`src/rtl/picosoc_bus_pkg.sv`:
```
// Shared encodings for the picorv32 native-bus fabric: FSM states, select sentinel, default error data.
package picosoc_bus_pkg;

    typedef enum logic [1:0] {
        S_IDLE   = 2'd0,
        S_ACTIVE = 2'd1,
        S_HOLD   = 2'd2
    } state_e;

    localparam int SEL_W = 5;
    // Sits above the 16-slave ceiling, so it can never alias a real slot.
    localparam logic [SEL_W-1:0] SEL_NONE = 5'h1F;
    localparam logic [31:0] ERR_DATA_DEF = 32'hDEAD_BEEF;

endpackage

```
`src/rtl/picosoc_bus_decode.sv`:
```
// Combinational base/mask address decoder; overlapping windows resolve to the lowest slot index.
module picosoc_bus_decode
    import picosoc_bus_pkg::*;
#(
    parameter int                  N_SLV    = 6,
    parameter logic [N_SLV*32-1:0] SLV_BASE = {N_SLV{32'h0}},
    parameter logic [N_SLV*32-1:0] SLV_MASK = {N_SLV{32'hFFFF_FFFF}}
) (
    input  logic [31:0]      addr_i,
    output logic             hit_o,
    output logic [SEL_W-1:0] idx_o
);

    always_comb begin
        hit_o = 1'b0;
        idx_o = SEL_NONE;
        // Scan downwards so the lowest matching slot is the final writer.
        for (int i = N_SLV - 1; i >= 0; i--) begin
            if ((addr_i & SLV_MASK[32*i +: 32]) == SLV_BASE[32*i +: 32]) begin
                hit_o = 1'b1;
                idx_o = SEL_W'(i);
            end
        end
    end

endmodule

```
`src/rtl/picosoc_bus_fabric.sv`:
```
// Native-bus fabric: registered slave select, read-data mux, timeout and bus-error termination.
module picosoc_bus_fabric
    import picosoc_bus_pkg::*;
#(
    parameter int                  N_SLV    = 6,
    parameter logic [N_SLV*32-1:0] SLV_BASE = {N_SLV{32'h0}},
    parameter logic [N_SLV*32-1:0] SLV_MASK = {N_SLV{32'hFFFF_FFFF}},
    parameter int                  TIMEOUT  = 255,
    parameter logic [31:0]         ERR_DATA = ERR_DATA_DEF
) (
    input  logic                clk,
    input  logic                resetn,
    input  logic                m_valid,
    input  logic [31:0]         m_addr,
    input  logic [31:0]         m_wdata,
    input  logic [3:0]          m_wstrb,
    output logic                m_ready,
    output logic [31:0]         m_rdata,
    output logic [N_SLV-1:0]    s_valid,
    output logic [31:0]         s_addr,
    output logic [31:0]         s_wdata,
    output logic [3:0]          s_wstrb,
    input  logic [N_SLV-1:0]    s_ready,
    input  logic [N_SLV*32-1:0] s_rdata,
    input  logic                err_clr,
    output logic                err_irq,
    output logic [31:0]         err_addr,
    output logic [7:0]          err_cnt
);

    localparam int TCNT_W = (TIMEOUT > 0) ? $clog2(TIMEOUT + 1) : 1;

    state_e             state_q, state_d;
    logic [SEL_W-1:0]   sel_q, sel_d;
    logic [TCNT_W-1:0]  tcnt_q, tcnt_d;
    logic [31:0]        err_addr_q, err_addr_d;
    logic [7:0]         err_cnt_q, err_cnt_d;

    logic               dec_hit;
    logic [SEL_W-1:0]   dec_idx;
    logic [N_SLV-1:0]   sel_vec;
    logic               sel_ready;
    logic [31:0]        sel_rdata;
    logic               err_done;

    picosoc_bus_decode #(
        .N_SLV    (N_SLV),
        .SLV_BASE (SLV_BASE),
        .SLV_MASK (SLV_MASK)
    ) u_decode (
        .addr_i (m_addr),
        .hit_o  (dec_hit),
        .idx_o  (dec_idx)
    );

    always_comb begin
        sel_vec   = '0;
        sel_ready = 1'b0;
        sel_rdata = '0;
        for (int i = 0; i < N_SLV; i++) begin
            if (sel_q == SEL_W'(i)) begin
                sel_vec[i] = 1'b1;
                sel_ready  = s_ready[i];
                sel_rdata  = s_rdata[32*i +: 32];
            end
        end
    end

    always_comb begin
        // NOTE: every signal written here gets a default first, so no path can infer a latch.
        state_d    = state_q;
        sel_d      = sel_q;
        tcnt_d     = tcnt_q;
        err_addr_d = err_addr_q;
        err_cnt_d  = err_clr ? 8'd0 : err_cnt_q;
        m_ready    = 1'b0;
        m_rdata    = '0;
        s_valid    = '0;
        s_wstrb    = '0;
        err_irq    = 1'b0;
        err_done   = 1'b0;

        case (state_q)
            S_IDLE: begin
                if (m_valid) begin
                    state_d = S_ACTIVE;
                    sel_d   = dec_hit ? dec_idx : SEL_NONE;
                    tcnt_d  = '0;
                end
            end
            S_ACTIVE: begin
                s_wstrb = m_wstrb;
                if (!m_valid) begin
                    state_d = S_IDLE;
                end else if (sel_q != SEL_NONE) begin
                    s_valid = sel_vec;
                    if (sel_ready) begin
                        m_ready = 1'b1;
                        m_rdata = sel_rdata;
                        state_d = S_HOLD;
                    end else if (TIMEOUT != 0 && tcnt_q == TCNT_W'(TIMEOUT)) begin
                        err_done = 1'b1;
                    end else if (TIMEOUT != 0) begin
                        tcnt_d = tcnt_q + TCNT_W'(1);
                    end
                end else begin
                    err_done = 1'b1;
                end

                if (err_done) begin
                    m_ready    = 1'b1;
                    m_rdata    = ERR_DATA;
                    err_irq    = 1'b1;
                    err_addr_d = m_addr;
                    // A clear colliding with an error still records that error.
                    err_cnt_d  = err_clr ? 8'd1 :
                                 (err_cnt_q == 8'hFF) ? err_cnt_q : err_cnt_q + 8'd1;
                    state_d    = S_HOLD;
                end
            end
            S_HOLD:  state_d = S_IDLE;
            default: state_d = S_IDLE;
        endcase
    end

    // NOTE: non-blocking assignments make every register sample pre-edge values, independent of statement order.
    always_ff @(posedge clk) begin
        if (!resetn) begin
            state_q    <= S_IDLE;
            sel_q      <= '0;
            tcnt_q     <= '0;
            err_addr_q <= '0;
            err_cnt_q  <= '0;
        end else begin
            state_q    <= state_d;
            sel_q      <= sel_d;
            tcnt_q     <= tcnt_d;
            err_addr_q <= err_addr_d;
            err_cnt_q  <= err_cnt_d;
        end
    end

    assign s_addr   = m_addr;
    assign s_wdata  = m_wdata;
    assign err_addr = err_addr_q;
    assign err_cnt  = err_cnt_q;

endmodule
```
`config.mk`:
```
export PLATFORM = sky130hd
export DESIGN_NAME = picosoc_bus_fabric
export DESIGN_NICKNAME = d
export VERILOG_FILES = /design/src/rtl/picosoc_bus_pkg.sv /design/src/rtl/picosoc_bus_decode.sv /design/src/rtl/picosoc_bus_fabric.sv
export SDC_FILE = /design/constraint.sdc
export NUM_CORES = 1
export LEC_CHECK = 0
export CAP_MARGIN = 20
export CELL_PAD_IN_SITES_DETAIL_PLACEMENT = 0
export CELL_PAD_IN_SITES_GLOBAL_PLACEMENT = 2
export CORE_AREA = 2 2 160 162
export DETAILED_ROUTE_END_ITERATION = 10
export DIE_AREA = 0 0 162 164
export DONT_BUFFER_PORTS = 1
export GPL_TIMING_DRIVEN = 0
export PLACE_DENSITY_LB_ADDON = 0.1
export SLEW_MARGIN = 20
export SYNTH_ARGS = -nofsm -noshare
export SYNTH_HDL_FRONTEND = slang
export SYNTH_SLANG_ARGS = --single-unit
```
`constraint.sdc`:
```
create_clock -name clk -period 3.95 [get_ports clk]
set_input_delay 0.395 -clock clk [delete_from_list [all_inputs] [get_ports clk]]
set_output_delay 0.395 -clock clk [all_outputs]
set_load 0.01 [all_outputs]
```
==> metrics.md <==
| Metric | Value |
|---|---|
| Status | completed |
| Synth top area cells | dfxtp_1, buf_4, a21oi_1 |
| Ant diodes | 0 |
| Die area | roughly 27,000 um2 |
| Post-synth EDFFs | 0 |
| Slew @ Worst Pin | between 0.7 and 0.8 ns |
| Max-cap violations | 0 |
| H-Tree Depth | 2 |
| Seq cells post-synth | between 50 and 60 |
| Max_slew headroom | 49.8% |
| CP Class | reg2out |
| Mean Syn Cell Area | 7.92 um2 |
| Data arrival, critical path | between 2 and 2.5 ns |
| Port Buf Inserts | 0 |
| Worst-case clock skew | around 0.011 ns |
| Largest net degree at the start of global routing | 17 |
| Initial antenna violation count | 0 |
| PwrDens | around 320 nW/um2 |
| RSZ-0062 raised after global routing | no |
| Initial Utilization | 12.6% |
| Primary FF master, synth | dfxtp_1 |
| Post-DP HPWL | approximately 10,000 um |
| Flop2flop setup slack | between 1.5 and 2 ns |
| Clk buf depth | 2 |
| Drt drc | 0 |
| Synth cell types | between 40 and 50 |
| Fin crit share | 67.3% |
| Synth top area share | roughly 33% |
| CTS Buf Count | 5 |
| Final wirelength | ~13,000 um |
| # Post-CTS Setup Buffers | 0 |
| Final setup viols | 0 |
| Share of cells above drive strength 1 | between 20 and 25% |
| Starting DRC count in detailed routing | between 150 and 200 |
| Instance count of the mapped netlist | approximately 400 |
| Post-DRT Antenna Nets | 0 |
| Endpoints failing hold | 0 |
| Via count | 2,953 |
| Clock sinks | just over 50 |
| Fin nets | 677 |
| Peak VDD IR | ~160 uV |
| Placer Congestion | approximately 0.71 |
| Crit-path max FO | 10 |
| Routed wire per std cell | about 18 um |
| All-Layer GR Usage | approximately a tenth |
| Chip height | 164 um |
| Total Power | 1190 uW |
| # rows | 58 |
| Worst setup EP type | output port |
| Filler instances | between 2,000 and 3,000 |
| Gr ovfl total | 0 |
| Post-synth ARST share | 0% |
| Clock Latency Late Sink | 0.31 ns |
| Die span in x | about 160 um |
| Cell area after synthesis | ~3100 um2 |
| Drt pass-1 iters | 4 |
| Hold Path Class | in2reg |
| Root buf cell | clkbuf_16 |
| Reg clk slew, reported paths | 0.08 ns |
| Leakage | around 0.0013 uW |
| Via density | between 4 and 5 |
| Max Freq | ~0.38 GHz |
| Area grow syn2layout | 18.4% |
| Gates resized, CTS repair | 0 |
| Synth area leader | dfxtp_1 |
| First-pass GRT wire length | approximately 19,000 um |
| Post-cts hold buffer count | 0 |
| Ys Warns | 0 |
| Placed Instances | about 730 |
| Count of pins over their slew limit | 0 |
| Min Tclk post-route | roughly 2.7 ns |
| CTS tree | done |
| Vias in the first global route | 2,757 |
| Core ar. | around 25,000 um2 |
| Share of the yosys chip area belonging to registers | approximately 33% |
| Final std cells w/o fill | roughly 740 |
| Startpoint Class | register |
| I/O pin cnt | between 400 and 500 |
| Setup TNS | 0 ns |
| Worst EP required | about 3.6 ns |
==> cells by family after synthesis <==
| logic type | count (synthesis) | synth area share (%) |
|---|---|---|
| AOI/OAI and AO/OA | 123 | 23.4 |
| adders and majority gates | 2 | 0.802 |
| buffers and inverters | 98 | 21.0 |
| DFF | 51 | 32.7 |
| muxes | 2 | 0.722 |
| other | 1 | 0.120 |
| and+or+nand+nor | 117 | 21.2 |
==> cell usage in the layout, fill, tap and decap left out, drive strengths merged, types with 5 or more instances in the layout <==
master  netlist  layout
nand4         7       7
nand3        41      41
nor3          5       5
o21ai        40      40
a21oi        42      42
dfxtp        51      51
o21a         25      25
nor2         10      10
conb          1       5
and2         17      17
buf          87      87
clkbuf        8      13
nor4          8       8
nand2         8       8
==> path summary, 6_finish.rpt <==
kind | start | to | cells after the start
setup / recovery | tcnt_q[0]$_SDFFE_PN0P_ | m_rdata[3] | 7
hold reg to reg | tcnt_q[6]$_SDFFE_PN0P_ | tcnt_q[6]$_SDFFE_PN0P_ | 2
hold / removal | m_addr[2] | err_addr[2]$_SDFFE_PN0P_ | 2
setup reg to reg | tcnt_q[0]$_SDFFE_PN0P_ | err_addr[0]$_SDFFE_PN0P_ | 7
==> area by class of cell <==
cell class / instances / area [um2] / area share (%)
Buffer: 95 / 644 / 17.4
Clock buffer: 5 / 125 / 3.39
Clock inverter: 3 / 20.0 / 0.542
Inverter: 3 / 11.3 / 0.305
Multi-Input combinational cell: 249 / 1460 / 39.5
Sequential cell: 51 / 1020 / 27.6
Tap cell: 330 / 413 / 11.2
==> critical path, stage by stage (launching register included) <==
cell and delay (ns):
dfxtp_1 0.41, ha_1 0.22, and2_1 0.27, a41o_1 0.34
and2_1 0.15, buf_2 0.17, buf_4 0.18, o21a_1 0.21
==> synth_stat cells (2+ instances only) <==
master / instances
buf_4: 73
dfxtp_1: 51
a21oi_1: 42
nand3_1: 41
o21ai_1: 34
o21a_1: 25
and2_1: 17
buf_2: 11
nor2_1: 9
clkbuf_1: 8
nor4_1: 8
nand2_1: 7
nand4_1: 7
o21ai_0: 6
nor3_1: 4
or3_1: 4
a31oi_1: 3
and3_1: 3
buf_1: 3
o31ai_1: 3
or4_1: 3
a311oi_1: 2
a41oi_1: 2
and4_1: 2
ha_1: 2
inv_1: 2
nand2b_1: 2
o211ai_1: 2
==> sequential cells by signal, summed over array words and instances (netlist names) <==
| register | cells |
|---|---|
| err_cnt | 8 |
| state_q | 2 |
| tcnt_q | 8 |
| err_addr | 32 |
| sel_q | 1 |
==> routing by layer <==
metal	GRT usage [%]	routed length, um	vias up
met3	4.42	1630	7
met4	2.29	121	0
met1	12.3	5740	1378
met2	14.9	5850	203
li1	-	-	1365
met5	0	0	-
==> stage by stage <==
stage | setup slack [ns] | util, % | hold WS (ns) | instance area, um2
6_report | 1.29 | 14.9 | 0.222 | 3690
5_1_grt | 1.13 | 14.9 | 0.205 | 3690
4_1_cts | 1.25 | 14.9 | 0.208 | 3690
3_5_place_dp | 1.60 | 14.3 | 0.495 | 3550
3_3_place_gp | 1.60 | 14.3 | 0.487 | 3550
2_1_floorplan | 1.92 | - | 0.462 | 3140
==> power breakdown <==
group / internal [uW] / total [uW] / switching (uW)
registers: 520 / 529 / 9.18
logic: 72.1 / 191 / 119
clock network: 235 / 467 / 231
Note: power is estimated with default switching activity, not from simulation.
